--- config.mk ---
export PLATFORM = sky130hd
export DESIGN_NAME = addr_stepper
export DESIGN_NICKNAME = d
export VERILOG_FILES = /design/src/rtl/addr_stepper.sv
export SDC_FILE = /design/constraint.sdc
export NUM_CORES = 1
export LEC_CHECK = 0
export ABC_AREA = 1
export CAP_MARGIN = 20
export CELL_PAD_IN_SITES_DETAIL_PLACEMENT = 1
export CELL_PAD_IN_SITES_GLOBAL_PLACEMENT = 2
export CORE_ASPECT_RATIO = 0.5
export CORE_UTILIZATION = 40
export CTS_BUF_LIST = sky130_fd_sc_hd__clkbuf_2
export CTS_CLUSTER_DIAMETER = 50
export DETAILED_ROUTE_END_ITERATION = 16
export PLACE_DENSITY_LB_ADDON = 0.1
export SETUP_SLACK_MARGIN = 0.2
export SLEW_MARGIN = 20
export SYNTH_ARGS = -nofsm -noshare
export SYNTH_HDL_FRONTEND = slang
export SYNTH_SLANG_ARGS = --single-unit
export TNS_END_PERCENT = 100
--- constraint.sdc ---
create_clock -name clk -period 2.4 [get_ports clk]
set_input_delay 0.36 -clock clk [delete_from_list [all_inputs] [get_ports clk]]
set_output_delay 0.36 -clock clk [all_outputs]
set_load 0.01 [all_outputs]
--- src/rtl/addr_stepper.sv ---
// addr_stepper: debounced up/down/mode push-buttons with hold-to-repeat,
// driving the ShowMem/Addr selection consumed by the seven-segment display block.

module addr_stepper #(
   parameter int DEBOUNCE_CYCLES = 1_000_000,
   parameter int REPEAT_DELAY    = 50_000_000,
   parameter int REPEAT_RATE     = 10_000_000
) (
   input  logic       clk,
   input  logic       clr,
   input  logic       btn_up,
   input  logic       btn_down,
   input  logic       btn_mode,
   output logic       ShowMem,
   output logic [5:0] Addr,
   output logic       Changed
);

   localparam int NBTN     = 3;
   localparam int NREP     = 2;
   localparam int BTN_UP   = 0;
   localparam int BTN_DOWN = 1;
   localparam int BTN_MODE = 2;

   localparam int DW      = $clog2(DEBOUNCE_CYCLES + 1);
   localparam int REP_MAX = (REPEAT_DELAY > REPEAT_RATE) ? REPEAT_DELAY : REPEAT_RATE;
   localparam int RW      = $clog2(REP_MAX + 1);

   localparam logic [DW-1:0] DEB_LAST   = DW'(DEBOUNCE_CYCLES - 1);
   localparam logic [RW-1:0] DELAY_LAST = RW'((REPEAT_DELAY > 0) ? REPEAT_DELAY - 1 : 0);
   localparam logic [RW-1:0] RATE_LAST  = RW'(REPEAT_RATE - 1);
   localparam bit            REP_ON     = (REPEAT_DELAY > 0);

   typedef enum logic [1:0] {
      REP_IDLE,
      REP_WAIT,
      REP_RUN
   } repState_t;

   logic [NBTN-1:0] w_btnRaw;
   logic [NBTN-1:0] r_sync1;
   logic [NBTN-1:0] r_sync2;
   logic [NBTN-1:0] r_stable;
   logic [NBTN-1:0] r_press;
   logic [DW-1:0]   r_debCnt [NBTN];
   logic [NBTN-1:0] w_differ;
   logic [NBTN-1:0] w_accept;
   logic [NBTN-1:0] w_rise;

   repState_t       r_repState     [NREP];
   repState_t       w_repStateNext [NREP];
   logic [RW-1:0]   r_repCnt       [NREP];
   logic [RW-1:0]   w_repCntNext   [NREP];
   logic [NREP-1:0] r_repPulse;
   logic [NREP-1:0] w_repPulseNext;

   logic            w_upEvt;
   logic            w_downEvt;
   logic            w_modeEvt;
   logic            r_showMem;
   logic [5:0]      r_addr;
   logic            r_changed;
   logic            w_nextShowMem;
   logic [5:0]      w_nextAddr;
   logic            w_update;

   assign w_btnRaw = {btn_mode, btn_down, btn_up};

   always_ff @(posedge clk or negedge clr) begin
      if (!clr) begin
         r_sync1 <= '0;
         r_sync2 <= '0;
      end else begin
         r_sync1 <= w_btnRaw;
         r_sync2 <= r_sync1;
      end
   end

   // A level change is accepted on the edge where it has disagreed with the
   // current stable level for DEBOUNCE_CYCLES consecutive samples.
   always_comb begin
      w_differ = '0;
      w_accept = '0;
      w_rise   = '0;
      for (int i = 0; i < NBTN; i++) begin
         w_differ[i] = (r_sync2[i] != r_stable[i]);
         w_accept[i] = w_differ[i] && (r_debCnt[i] == DEB_LAST);
         w_rise[i]   = w_accept[i] && r_sync2[i];
      end
   end

   always_ff @(posedge clk or negedge clr) begin
      if (!clr) begin
         r_stable <= '0;
         r_press  <= '0;
         for (int i = 0; i < NBTN; i++) begin
            r_debCnt[i] <= '0;
         end
      end else begin
         r_press <= w_rise;
         for (int i = 0; i < NBTN; i++) begin
            if (!w_differ[i]) begin
               r_debCnt[i] <= '0;
            end else if (w_accept[i]) begin
               r_stable[i] <= r_sync2[i];
               r_debCnt[i] <= '0;
            end else begin
               r_debCnt[i] <= r_debCnt[i] + DW'(1);
            end
         end
      end
   end

   always_ff @(posedge clk or negedge clr) begin
      if (!clr) begin
         r_repPulse <= '0;
         for (int i = 0; i < NREP; i++) begin
            r_repState[i] <= REP_IDLE;
            r_repCnt[i]   <= '0;
         end
      end else begin
         r_repPulse <= w_repPulseNext;
         for (int i = 0; i < NREP; i++) begin
            r_repState[i] <= w_repStateNext[i];
            r_repCnt[i]   <= w_repCntNext[i];
         end
      end
   end

   // Repeat timer: a fresh press always restarts the delay, even if the
   // previous hold's release is still being seen by the state machine.
   always_comb begin
      w_repPulseNext = '0;
      for (int i = 0; i < NREP; i++) begin
         w_repStateNext[i] = r_repState[i];
         w_repCntNext[i]   = r_repCnt[i];
         if (w_rise[i]) begin
            w_repCntNext[i] = '0;
            if (REP_ON) begin
               w_repStateNext[i] = REP_WAIT;
            end else begin
               w_repStateNext[i] = REP_IDLE;
            end
         end else begin
            case (r_repState[i])
               REP_WAIT: begin
                  if (!r_stable[i]) begin
                     w_repStateNext[i] = REP_IDLE;
                     w_repCntNext[i]   = '0;
                  end else if (r_repCnt[i] == DELAY_LAST) begin
                     w_repPulseNext[i] = 1'b1;
                     w_repStateNext[i] = REP_RUN;
                     w_repCntNext[i]   = '0;
                  end else begin
                     w_repCntNext[i] = r_repCnt[i] + RW'(1);
                  end
               end
               REP_RUN: begin
                  if (!r_stable[i]) begin
                     w_repStateNext[i] = REP_IDLE;
                     w_repCntNext[i]   = '0;
                  end else if (r_repCnt[i] == RATE_LAST) begin
                     w_repPulseNext[i] = 1'b1;
                     w_repCntNext[i]   = '0;
                  end else begin
                     w_repCntNext[i] = r_repCnt[i] + RW'(1);
                  end
               end
               default: begin
                  w_repStateNext[i] = REP_IDLE;
                  w_repCntNext[i]   = '0;
               end
            endcase
         end
      end
   end

   assign w_upEvt   = r_press[BTN_UP]   | r_repPulse[BTN_UP];
   assign w_downEvt = r_press[BTN_DOWN] | r_repPulse[BTN_DOWN];
   assign w_modeEvt = r_press[BTN_MODE];

   // Mode wins over steps; register view keeps Addr[5] at zero by wrapping mod 32.
   always_comb begin
      w_nextShowMem = r_showMem;
      w_nextAddr    = r_addr;
      w_update      = 1'b0;
      if (w_modeEvt) begin
         w_nextShowMem = ~r_showMem;
         w_nextAddr    = '0;
         w_update      = 1'b1;
      end else if (w_upEvt && !w_downEvt) begin
         w_update = 1'b1;
         if (r_showMem) begin
            w_nextAddr = r_addr + 6'd1;
         end else begin
            w_nextAddr = {1'b0, r_addr[4:0] + 5'd1};
         end
      end else if (w_downEvt && !w_upEvt) begin
         w_update = 1'b1;
         if (r_showMem) begin
            w_nextAddr = r_addr - 6'd1;
         end else begin
            w_nextAddr = {1'b0, r_addr[4:0] - 5'd1};
         end
      end
   end

   always_ff @(posedge clk or negedge clr) begin
      if (!clr) begin
         r_showMem <= 1'b0;
         r_addr    <= '0;
         r_changed <= 1'b0;
      end else begin
         r_showMem <= w_nextShowMem;
         r_addr    <= w_nextAddr;
         r_changed <= w_update;
      end
   end

   assign ShowMem = r_showMem;
   assign Addr    = r_addr;
   assign Changed = r_changed;

endmodule

== Yosys cells after proc, flatten, opt, wreduce, memory -nomap -nowiden ==
Cells that the tools add are included.
Widths: inputs -> output; s select.
Operators by class
  multiplexer cells: 48
  divide/modulo/power cells: 0
  bitwise logic cells: 3
  eq/ne operators: 18
  multipliers: 0
  add/subtract/negate cells: 9
  order comparisons: 0
  reductions and logical operators: 16
  shifts and indexed selects: 0
Operators by type and width (count)
  $mux 26: 10
  $mux 20: 6
  $pmux 26 s2: 2
  $add 20x1->20 const B: 3
  $eq 20x20->1 const B: 3
  $add 26x1->26 const B: 2
  $eq 26x24->1 const B: 2
  $eq 26x26->1 const B: 2
  $mux 6: 5
  $mux 2: 8
  $mux 1: 13
  $reduce_and 2->1: 5
  $logic_and 1x1->1: 8
  $ne 4x4->1 const B: 2
  $pmux 2 s2: 2
  $add 6x1->6 const B: 1
  $ne 3x3->1 const B: 2
  $sub 6x1->6 const B: 1
  $add 5x1->5 const B: 1
  $sub 5x1->5 const B: 1
  $eq 2x1->1 const B: 2
  $eq 2x2->1 const B: 2
  $pmux 1 s2: 2
  $ne 1x1->1: 3
  other kinds (4): 6
Word-level totals
  memory bits (writable): 0
  memories: 0
  output and inout bits: 8
  memory bits (read-only): 0
  bits in latches: 0
  register bits: 138
  input bits: 5

== Longest topological paths before layout ==
  word-level depth: 6
  depth in mapped cells: 12
  mapped depth without buffers: 11

== Least setup slack after synthesis ==
OpenSTA, ideal clock, no wires.
  kind: reg2reg
  start: register r_debCnt[40] in the netlist's numbering
  end: register r_repCnt[48] in the netlist's numbering
  setup time: 0.113 ns
  stages on the path, launching flop included: 12
  period minus slack after synthesis: 1.492 ns
  setup slack: 0.908 ns
  required time: 2.287 ns
  data arrival time: 1.379 ns
  path buffers: 1
  cell sequence: dfrtp_1 -> ha_1 -> nand3_1 -> inv_1 -> nand2_1 -> nor2_2 -> nand3_2 -> nand2_2 -> buf_6 -> nor2_1 -> nand2_1 -> inv_1
RTL lines
  start, declared: RTL line 45  | logic [DW-1:0] r_debCnt [NBTN];
  start signal, assigned by index: RTL line 108  | r_debCnt[i] <= r_debCnt[i] + DW'(1);
  end signal, assigned by index: RTL line 125  | r_repCnt[i] <= w_repCntNext[i];
  end, declared: RTL line 52  | logic [RW-1:0] r_repCnt [NREP];

== Worst setup path after layout ==
  start: register r_changed (netlist: Changed)
  end: output Changed
RTL lines
  start, declared: RTL line 62  | logic r_changed;
  start signal, assigned: RTL line 216  | r_changed <= w_update;
  end, declared: RTL line 16  | output logic Changed
No word-level cell between the ends.

==> flow_metrics.env <==
export IMPL_clockRootBuffer="clkbuf_2"
export IMPL_endpoint_kind="output pin"
export IMPL_dpl_hpwl_microns=16800
export IMPL_grt_max_degree=55
export IMPL_via_per_inst=4.99
export IMPL_cp_endpoint="Changed"
export IMPL_grt_pass1_wl_microns=38400
export IMPL_maxSlewViolCount=0
export IMPL_clk_pin_slew_ns=0.20
export IMPL_num_rows=36
export IMPL_cts_max_level=4
export IMPL_finalSetupTns_ns=0
export IMPL_max_slew_margin_rel=0.636
export IMPL_place_ws_ns=0.425
export IMPL_avgSynthCellArea_sq_um=6.84
export IMPL_antenna_found_initial=0
export IMPL_crit_fanout=1
export IMPL_reg2reg_slack_ns=0.45
export IMPL_fill_cells=2609
export IMPL_dpl_instance_area_sq_um=8690
export IMPL_power_density_nw_per_um2=456
export IMPL_cts_path_max_buffers=2
export IMPL_clock_skew_ns=0.0356
export IMPL_ir_drop_uv=543
export IMPL_worstPathCellList="clkdlybuf4s50_1"
export IMPL_drcViolationCount=0
export IMPL_grt_overflow_total=0
export IMPL_setup_viol=0
export IMPL_r2r_start="r_repCnt[0]"
export IMPL_path_class="reg -> out"
export IMPL_ff2ff_path_depth=10
export IMPL_worstSkewPairLatency_ns=0.80
export IMPL_crit_family="buffers and inverters"
export IMPL_leakage_nw=4.41
export IMPL_syn_cell_area_sq_um=8250
export IMPL_hold_class="reg -> reg"
export IMPL_boundaryPins=13
export IMPL_seq_area_frac_synth=0.418
export IMPL_netlist_instances=1207
export IMPL_fin_area_sq_um=9120
export IMPL_first_pass_iters=4
export IMPL_final_common_cell="nand2_1"
export IMPL_crit_required_ns=2.04
export IMPL_synthDistinctLibCells=37
export IMPL_max_cap_viol_count=0
export IMPL_drive_above_1_share=0.0784
export IMPL_synth_fp_nets=1225
export IMPL_worst_slack_ns=0.360
export IMPL_cp_arrival_ns=1.68
export IMPL_worst_path_max_delay_cell="clkdlybuf4s50_1"
export IMPL_crit_path_max_incr_delay_ns=0.53
export IMPL_routabilityCongestion=0.848
export IMPL_cp_start_kind="flip-flop"
export IMPL_status="complete, no violations"
export IMPL_multi_input_comb_area_sq_um=4040
export IMPL_vias=7629
export IMPL_path_buf_inv=1
export IMPL_numPortBuffers=12
export IMPL_diodes=0
export IMPL_cts_tree="built"
export IMPL_wl_per_cell_microns=14.5
export IMPL_fin_crit_ns=2.04
export IMPL_yosys_warnings=0
export IMPL_drt_total_wl_microns=22200
export IMPL_grt_setup_unrepaired="no"
export IMPL_chipWidth_microns=205
export IMPL_initial_core_util=0.416
export IMPL_dieArea_sq_um=21200
export IMPL_finalHoldViolCount=0
export IMPL_layout_common_cells="nand2_1 (343), nor2_1 (245), inv_1 (173)"
export IMPL_r2r_end="r_repCnt[7]"
export IMPL_die_h_microns=104
export IMPL_syn_to_final_growth_pct=10.5
export IMPL_crit_cells=1
export IMPL_grt_use_total=0.227
export IMPL_clock_sinks=138
export IMPL_worst_pin_slew_ns=0.546
export IMPL_ant_nets=0
export IMPL_fin_crit_sh=0.850
export IMPL_critPathLaunch="Changed"
export IMPL_grt_pass1_vias=7916
export IMPL_drtIter0Drc=340
export IMPL_hp_start="r_sync1[0]"
export IMPL_fmax_mhz=490
export IMPL_coreArea_sq_um=19800
export IMPL_num_nets_final=1267
export IMPL_cts_buffers=17
export IMPL_seqCellArea_sq_um=3450
export IMPL_synth_seq_cells=138
power by group:
part / internal, mW / switching (mW) / leakage, nW
clock: 0.697 / 0.970 / 0.161
sequential: 2.35 / 0.0135 / 1.91
combinational: 0.0386 / 0.0920 / 2.34
per-stage QoR:
step                power [mW]  cells  hold slack, ns  utilization
finish                    4.16   1528           0.386        0.460
detailed placement        2.53   1483           0.341        0.438
global placement          2.52   1483           0.338        0.438
global route              4.35   1528           0.402        0.460
CTS                       4.23   1527           0.389        0.459
floorplan                 2.44   1207          0.0644            -
kinds of logic (layout without fill, tap and decap cells):
family	after synthesis	after routing	synth area share
AOI/OAI and AO/OA	65	65	0.0435
DFF	138	138	0.418
and+or+nand+nor	774	774	0.399
adders and majority gates	13	13	0.0197
xor gates and xnor gates	25	25	0.0265
buffers and inverters	192	247	0.0923
synth_stat cells (all sizes together):
| library cell | instances | area, sq um |
|---|---|---|
| a211oi | 1 | 7.51 |
| a21oi | 14 | 70.1 |
| a31oi | 3 | 18.8 |
| and2 | 6 | 37.5 |
| buf | 6 | 63.8 |
| clkbuf | 1 | 3.75 |
| clkinv | 1 | 3.75 |
| dfrtp | 138 | 3450 |
| ha | 13 | 163 |
| inv | 184 | 691 |
| nand2 | 353 | 1360 |
| nand3 | 71 | 373 |
| nand3b | 4 | 30.0 |
| nand4 | 30 | 188 |
| nor2 | 266 | 1060 |
| nor3 | 26 | 135 |
| nor3b | 6 | 45.0 |
| nor4 | 6 | 37.5 |
| o2111ai | 1 | 8.76 |
| o211a | 3 | 30.0 |
| o211ai | 2 | 15.0 |
| o21ai | 39 | 195 |
| o21bai | 1 | 7.51 |
| o22ai | 1 | 6.26 |
| or2 | 6 | 37.5 |
| xnor2 | 5 | 43.8 |
| xor2 | 20 | 175 |
what timing repair did:
item | in CTS | in global routing
pin swaps | 0 | 0
resized for setup | 2 | 8
hold buffers | 6 | 0
setup endpoints to repair | 7 | 12
setup buffers | 6 | 1
hold endpoints to repair | 141 | 0
metal layers:
metal / vias to the layer above / track usage / share of wire
li1: 3831 / - / -
met1: 3725 / 0.306 / 0.50
met2: 61 / 0.377 / 0.47
met3: 12 / 0.0463 / 0.024
met4: 0 / 0.0460 / 0.0064
met5: - / 0 / 0
how the worst min path moves through the flow:
| stage | to | slack [ns] | depth (start not counted) |
|---|---|---|---|
| after CTS | r_sync2[0] | 0.39 | 0 |
| after floorplan | Addr[0] | 0.06 | 0 |
| after global placement | r_sync2[1] | 0.34 | 0 |
| after detailed placement | r_sync2[0] | 0.34 | 0 |
| final | r_sync2[0] | 0.39 | 0 |
| after global routing | r_sync2[0] | 0.40 | 0 |
registers in the layout, summed over array words and instances, names as in the netlist:
signal	flops
Addr	6
r_sync1	3
Changed	1
r_press	3
r_sync2	3
r_repCnt	52
r_stable	3
ShowMem	1
r_repPulse	2
r_repState	4
r_debCnt	60
cell type report:
class | instances | area share
Clock buffer | 18 | 0.00988
Clock inverter | 14 | 0.0215
Inverter | 185 | 0.0766
Multi-Input combinational cell | 877 | 0.443
Sequential cell | 138 | 0.379
Tap cell | 266 | 0.0365
Timing Repair Buffer | 30 | 0.0337
(Power assumes the default switching activity.)
